<file path="config.mk">
export PLATFORM = sky130hd
export DESIGN_NAME = regfile_mp
export DESIGN_NICKNAME = d
export VERILOG_FILES = /design/src/rtl/regfile_mp.sv
export SDC_FILE = /design/constraint.sdc
export NUM_CORES = 1
export LEC_CHECK = 0
export ABC_AREA = 1
export CAP_MARGIN = 5
export CORE_MARGIN = 1
export CORE_UTILIZATION = 39
export DETAILED_ROUTE_END_ITERATION = 8
export GPL_TIMING_DRIVEN = 1
export HOLD_SLACK_MARGIN = 0.1
export PLACE_DENSITY = 0.54
export SYNTH_ARGS = -nofsm -noshare
export SYNTH_HDL_FRONTEND = slang
export SYNTH_HIERARCHICAL = 1
export SYNTH_SLANG_ARGS = --single-unit
</file>
<file path="constraint.sdc">
create_clock -name clock -period 2.7 [get_ports clock]
set_clock_uncertainty 0.2 [all_clocks]
set_input_delay 0.54 -clock clock [delete_from_list [all_inputs] [get_ports clock]]
set_output_delay 0.54 -clock clock [all_outputs]
set_load 0.05 [all_outputs]
</file>
<file path="src/rtl/regfile_mp.sv">
// Multi-port register file: N read / M write ports, write-to-read bypass, optional zero r0.
// Define REGFILE_SCOREBOARD_EN to add the busy scoreboard (alloc_add/alloc_flag/rbusy).

module regfile_mp_rd_lane #(
   parameter int DATA_W  = 16,
   parameter int ADDR_W  = 3,
   parameter int NUM_WR  = 1,
   parameter int DEPTH   = 8,
   parameter int ZERO_R0 = 0
) (
   input  logic                           clock,
   input  logic                           reset,
   input  logic                           active,
   input  logic [ADDR_W-1:0]              raddr,
   input  logic [DEPTH-1:0][DATA_W-1:0]   regs,
   input  logic [NUM_WR-1:0][ADDR_W-1:0]  wadd,
   input  logic [NUM_WR-1:0][DATA_W-1:0]  wdata,
   input  logic [NUM_WR-1:0]              wq,
`ifdef REGFILE_SCOREBOARD_EN
   input  logic [DEPTH-1:0]               busy_clr,
   output logic                           rbusy,
`endif
   output logic [DATA_W-1:0]              rdata,
   output logic                           rvalid
);
   logic [DATA_W-1:0] rd_nxt;

   // Ascending scan so the highest-index matching write port supplies the bypass.
   always_comb begin
      rd_nxt = regs[raddr];
      for (int w = 0; w < NUM_WR; w++)
         if (wq[w] && wadd[w] == raddr) rd_nxt = wdata[w];
      if (ZERO_R0 != 0 && raddr == '0) rd_nxt = '0;
   end

   always_ff @(posedge clock) begin
      if (reset) begin
         rdata  <= '0;
         rvalid <= 1'b0;
      end else begin
         rvalid <= active;
         if (active) rdata <= rd_nxt;
      end
   end

`ifdef REGFILE_SCOREBOARD_EN
   always_ff @(posedge clock) begin
      if (reset)       rbusy <= 1'b0;
      else if (active) rbusy <= busy_clr[raddr];
   end
`endif
endmodule

module regfile_mp #(
   parameter int DATA_W  = 16,
   parameter int ADDR_W  = 3,
   parameter int NUM_RD  = 2,
   parameter int NUM_WR  = 1,
   parameter int ZERO_R0 = 0
) (
   input  logic                      clock,
   input  logic                      reset,
   input  logic                      exec,
   input  logic                      enable,
   input  logic [NUM_RD*ADDR_W-1:0]  radd,
   output logic [NUM_RD*DATA_W-1:0]  rdata,
   output logic [NUM_RD-1:0]         rvalid,
   input  logic [NUM_WR*ADDR_W-1:0]  wadd,
   input  logic [NUM_WR*DATA_W-1:0]  wdata,
`ifdef REGFILE_SCOREBOARD_EN
   input  logic [ADDR_W-1:0]         alloc_add,
   input  logic                      alloc_flag,
   output logic [NUM_RD-1:0]         rbusy,
`endif
   input  logic [NUM_WR-1:0]         wflag
);
   localparam int DEPTH = 1 << ADDR_W;

   logic                          active;
   logic [NUM_WR-1:0][ADDR_W-1:0] wadd_v;
   logic [NUM_WR-1:0][DATA_W-1:0] wdata_v;
   logic [NUM_WR-1:0]             wq;
   logic [NUM_RD-1:0][ADDR_W-1:0] radd_v;
   logic [NUM_RD-1:0][DATA_W-1:0] rdata_v;
   logic [DEPTH-1:0][DATA_W-1:0]  regs;

   assign active  = !reset && !exec && enable;
   assign wadd_v  = wadd;
   assign wdata_v = wdata;
   assign radd_v  = radd;
   assign rdata   = rdata_v;

   // Writes to r0 are squashed here so neither the array nor the bypass sees them.
   always_comb begin
      for (int w = 0; w < NUM_WR; w++)
         wq[w] = wflag[w] && !(ZERO_R0 != 0 && wadd_v[w] == '0);
   end

   // Later loop iterations override earlier ones: higher write port wins.
   always_ff @(posedge clock) begin
      if (reset) regs <= '0;
      else if (active)
         for (int w = 0; w < NUM_WR; w++)
            if (wq[w]) regs[wadd_v[w]] <= wdata_v[w];
   end

`ifdef REGFILE_SCOREBOARD_EN
   logic [DEPTH-1:0] busy, busy_clr, busy_nxt;

   always_comb begin
      busy_clr = busy;
      for (int w = 0; w < NUM_WR; w++)
         if (wq[w]) busy_clr[wadd_v[w]] = 1'b0;
      busy_nxt = busy_clr;
      if (alloc_flag && !(ZERO_R0 != 0 && alloc_add == '0)) busy_nxt[alloc_add] = 1'b1;
   end

   always_ff @(posedge clock) begin
      if (reset)       busy <= '0;
      else if (active) busy <= busy_nxt;
   end
`endif

   for (genvar k = 0; k < NUM_RD; k++) begin : g_rd
      regfile_mp_rd_lane #(
         .DATA_W(DATA_W), .ADDR_W(ADDR_W), .NUM_WR(NUM_WR),
         .DEPTH(DEPTH), .ZERO_R0(ZERO_R0)
      ) u_lane (
         .clock   (clock),
         .reset   (reset),
         .active  (active),
         .raddr   (radd_v[k]),
         .regs    (regs),
         .wadd    (wadd_v),
         .wdata   (wdata_v),
         .wq      (wq),
`ifdef REGFILE_SCOREBOARD_EN
         .busy_clr(busy_clr),
         .rbusy   (rbusy[k]),
`endif
         .rdata   (rdata_v[k]),
         .rvalid  (rvalid[k])
      );
   end
endmodule

</file>
== Word level (Yosys, flattened, before mapping) ==
Cells that the tools add are included.

* Latch bits: 0
* Bits in read-only memories: 0
* Memories kept: 0
* Flip-flop bits (word level): 161
* Input bits: 30
* RAM bits: 0
* Output and inout port bits: 34

* Bitwise gates (word level): 0
* Eq/ne operators: 2
* Multipliers: 0
* Muxes and demuxes: 9
* Shift operators: 0
* Order comparisons: 4
* Reduce and logical (&&, ||, !) cells: 8
* Divide/modulo/power cells: 0
* Add/subtract/negate cells: 0

{| class="wikitable"
|+ Operators with widths
! operator !! count
|-
| bitwise mux 128 bit || 1
|-
| binary-select mux 16 bit (select 3 bit) || 2
|-
| two-way mux 16 bit || 5
|-
| demux 16 bit (select 3 bit) || 1
|-
| less-than comparator 3 x 4 -> 1 bit (second input constant) || 3
|-
| == test 3 bit || 2
|-
| logical AND 1 bit || 5
|-
| >= comparator 3 x 1 -> 1 bit (second input constant) || 1
|-
| zero test 1 bit || 2
|-
| AND reduction 2 bit || 1
|}

== Logic depth before layout (Yosys ltp) ==
* Depth in word-level cells: 5
* Gate-level depth with buffers: 11
* Mapped depth without buffers: 9

== Hierarchy ==
The synthesis kept the hierarchy.

{| class="wikitable"
|+ By module, submodules not included
! module !! cells an instance !! seq. area each (um2) !! instances !! area each (um2)
|-
| regfile_mp || 718 || 2,562.5 || 1 || 5,046.1
|-
| regfile_mp_rd_lane || 404 || 340.3 || 2 || 2,124.5
|}

== Worst setup path before layout ==
No wires, ideal clock.

* Path kind: input to register
* Start: input port reset
* End: register g_rd[0].u_lane.rdata[10]
* Required time: 2,431 ps
* Slack: 465 ps
* Setup time: 69 ps
* Arrival time: 1,966 ps
* Stages on the path: 10
* Cell sequence: inv_1 -> buf_2 -> buf_1 -> nand2_1 -> nor2_1 -> buf_1 -> nand2_1 -> inv_1 -> nand2_1 -> a21oi_2

* Word-level cells in the longest chain between the ends: 3

{| class="wikitable"
|+ Ends and longest elaborated chain
! element !! RTL line !! text
|-
| start: declaration || 62 || <nowiki>input logic reset,</nowiki>
|-
| zero test 1 bit || 87 || <nowiki>assign active = !reset && !exec && enable;</nowiki>
|-
| logical AND 1 bit (2 in a row) || 87 ||
|-
| named net active || 79 || <nowiki>logic active;</nowiki>
|-
| end signal: assignment || 42 || <nowiki>if (active) rdata <= rd_nxt;</nowiki>
|-
| end: declaration || 23 || <nowiki>output logic [DATA_W-1:0] rdata,</nowiki>
|}

The timed path passes the listed nets, and every way through them passes these cells.
A chain may end at the register's enable or synchronous reset.

== Worst setup path after layout ==
* Start: register g_rd[0].u_lane.rdata[14]
* End: output port rdata[14]

{| class="wikitable"
|+ RTL lines
! element !! RTL line !! text
|-
| end: declaration || 66 || <nowiki>output logic [NUM_RD*DATA_W-1:0] rdata,</nowiki>
|}

No word-level cell between the ends.

==> run summary <==
post-place setup slack: 0.1991 ns
CP arrival: 1.68 ns
Final Worst Setup Slack: 0.2824 ns
antenna-violating nets left: 0
Post-DP Area: 10310 um^2
CTS tree: done
register area share after synthesis: 34.89%
Initial Util: 39.72%
Worst Setup Start Kind: flop
DP HPWL: 22.39 mm
first-pass GRT wire length: 51.65 mm
GR Overflow Total: 0
WL per Instance: 17.41 um
IO Pins: 64
Slew HR: 56.09%
post-synthesis cell type count: 24
GP Congestion: 0.8698
CP Cell Sequence: clkdlybuf4s50_1
CP Buf/Inv Count: 1
crit-path leading delay family: buffers and inverters
Multi-input gate area: 5079 um^2
post-CTS sizing: 0
Max Cap Viol: 0
Slew @ Worst Pin: 0.6586 ns
Critical Path RT: 1.96 ns
full die area: 24450 um^2
Final Max Tran Viols: 0
vias in the first global route: 8709
Syn. warnings: 6
Post-CTS Setup Repair Bufs: 0
PD cells: 537.0 nW/um^2
Fmax: 413.6 MHz
CTS Buf Count: 17
Buffers on Ports: 63
Largest stage delay, worst path: 0.83 ns
final hold vios: 0
final core utilization: 46.67%
Final TNS setup: 0 ns
run status: finished, final reports clean
RSZ-0062 raised after global routing: false
Worst Hold Class: flop to flop
GRT Overall Usage: 28.03%
Clock Path Buffers: 2
drt total wl: 33.18 mm
via count: 9699
cts hold-fix bufs: 0
mean number of vias per cell: 5.089
met2 usage: 45.13%
Clk Latency, worst-skew pair: 0.44 ns
pin count of the biggest net entering global routing: 129
P&R area growth vs syn: 17.50%
Finish-stage setup viols: 0
Cell Area, Synth: 9295 um^2
VDD IR-drop max: 0.3398 mV
Yosys top cell area share: 34.89%
GR peak layer: met2
DRT iter0 DRCs: 751
GR Util met1: 38.91%
drc violations: 0
drt first pass iters: 5
Avg Inst Size Synth: 6.091 um^2
CTS Sinks: 162
Mapped Cells: 1526
Seq. cell area: 3243 um^2
largest area contributor in the netlist: dfxtp_1
Crit Path Class: flop to primary output
CP max stage cell: clkdlybuf4s50_1
Die H: 156.4 um
largest fanout on the critical path: 2
min cycle time layout: 2.418 ns
Final Cell Area: 10920 um^2
Reg clk slew, reported paths: 0.07 ns
crit end category: primary output
total core area: 23400 um^2
initial antenna violation count: 0
CTS H-tree lvls: 4
Clock Tree Root: clkbuf_16
layout cell share with drive strength beyond 1: 9.326%
Core Rows: 56
Ant. Diodes: 0
GR Util met3: 3.877%
reg2reg start: regs[69]
Die W: 156.4 um
Final nets: 1604
filler cell count: 2503
Seq cells post-synth: 162
Leak Pwr: 4.643 nW
largest cells by area after synthesis: dfxtp_1, nand2_1, nor2_1
final worst path period share: 89.54%
Min-Delay Startpoint: g_rd[1].u_lane/rdata[14]
Critical path origin: g_rd[0].u_lane/rdata[14]
syn_nets: 1556
==> layer usage <==
layer | wire (um) | vias to the layer above
li1 | - | 4847
met1 | 15430 | 4424
met2 | 15010 | 391
met3 | 2275 | 37
met4 | 457 | 0
met5 | 0 | -
==> per-stage QoR <==
step | total power, W | cells | hold WS, ns
after floorplan | 0.003019 | 1526 | 0.2649
after global placement | 0.003354 | 1874 | 0.2531
after detailed placement | 0.003354 | 1874 | 0.2586
after CTS | 0.005891 | 1906 | 0.2689
after global routing | 0.006058 | 1906 | 0.2882
final | 0.005865 | 1906 | 0.2654
==> kinds of logic (layout without fill, tap and decap cells) <==
group	after synthesis	after routing	synth area share, %
buffers and inverters	186	247	10.50
AOI/OAI and AO/OA	92	92	5.627
and+or+nand+nor	1086	1086	48.98
DFF	162	162	34.89
==> registers in the layout (all words and copies together), names as in the netlist <==
name,cells
g_rd.u_lane/rdata,32
regs,128
g_rd.u_lane/rvalid,2
==> cell usage after synthesis (all sizes together) <==
| library cell | count |
|---|---|
| o211ai | 10 |
| dfxtp | 162 |
| buf | 78 |
| a21oi | 32 |
| o21ai | 50 |
| clkbuf | 18 |
| inv | 90 |
| nand2 | 527 |
| nand3 | 215 |
| nor2 | 344 |
==> worst paths after layout <==
| path | to | slack (ns) | cells after the start |
|---|---|---|---|
| setup / recovery | rdata[14] | 0.28 | 1 |
| hold reg to reg | g_rd[1].u_lane/rdata[14] | 0.27 | 2 |
| hold / removal | g_rd[1].u_lane/rdata[14] | 0.27 | 2 |
| setup reg to reg | g_rd[1].u_lane/rdata[5] | 1.35 | 6 |
==> layout by cell type, fill, tap and decap left out <==
cell             instances
inv_4                    2
a21oi_1                 22
nor2_1                 330
o21ai_0                 36
nand3_1                204
nor2_2                   2
nor2_8                   2
buf_2                    2
clkinvlp_4               2
inv_6                    5
inv_1                   83
inv_2                    4
nand2_4                  2
clkdlybuf4s50_1         61
nor2_4                  10
buf_12                  13
clkinv_4                 2
nand3_2                 10
clkinv_2                 2
nand2_2                  8
buf_4                   49
bufinv_16                2
clkbuf_8                 3
nand3_4                  1
a21oi_2                 10
o211ai_1                10
o21ai_1                 14
dfxtp_1                162
clkbuf_16               17
nand2_1                517
==> area by class of cell <==
type | instances | area share, %
Clock buffer | 20 | 4.273
Clock inverter | 12 | 1.295
Inverter | 90 | 3.150
Multi-Input combinational cell | 1178 | 46.50
Sequential cell | 162 | 29.69
Tap cell | 319 | 3.654
Timing Repair Buffer | 125 | 11.43
==> power breakdown <==
| group | leakage, nW | internal, W | switching [W] |
|---|---|---|---|
| clock network | 0.294 | 0.00145 | 0.00110 |
| registers | 1.31 | 0.00242 | 0.0000215 |
| logic | 3.04 | 0.000277 | 0.000592 |
| total | 4.64 | 0.00415 | 0.00171 |
Note: power is estimated with default switching activity, not from simulation.
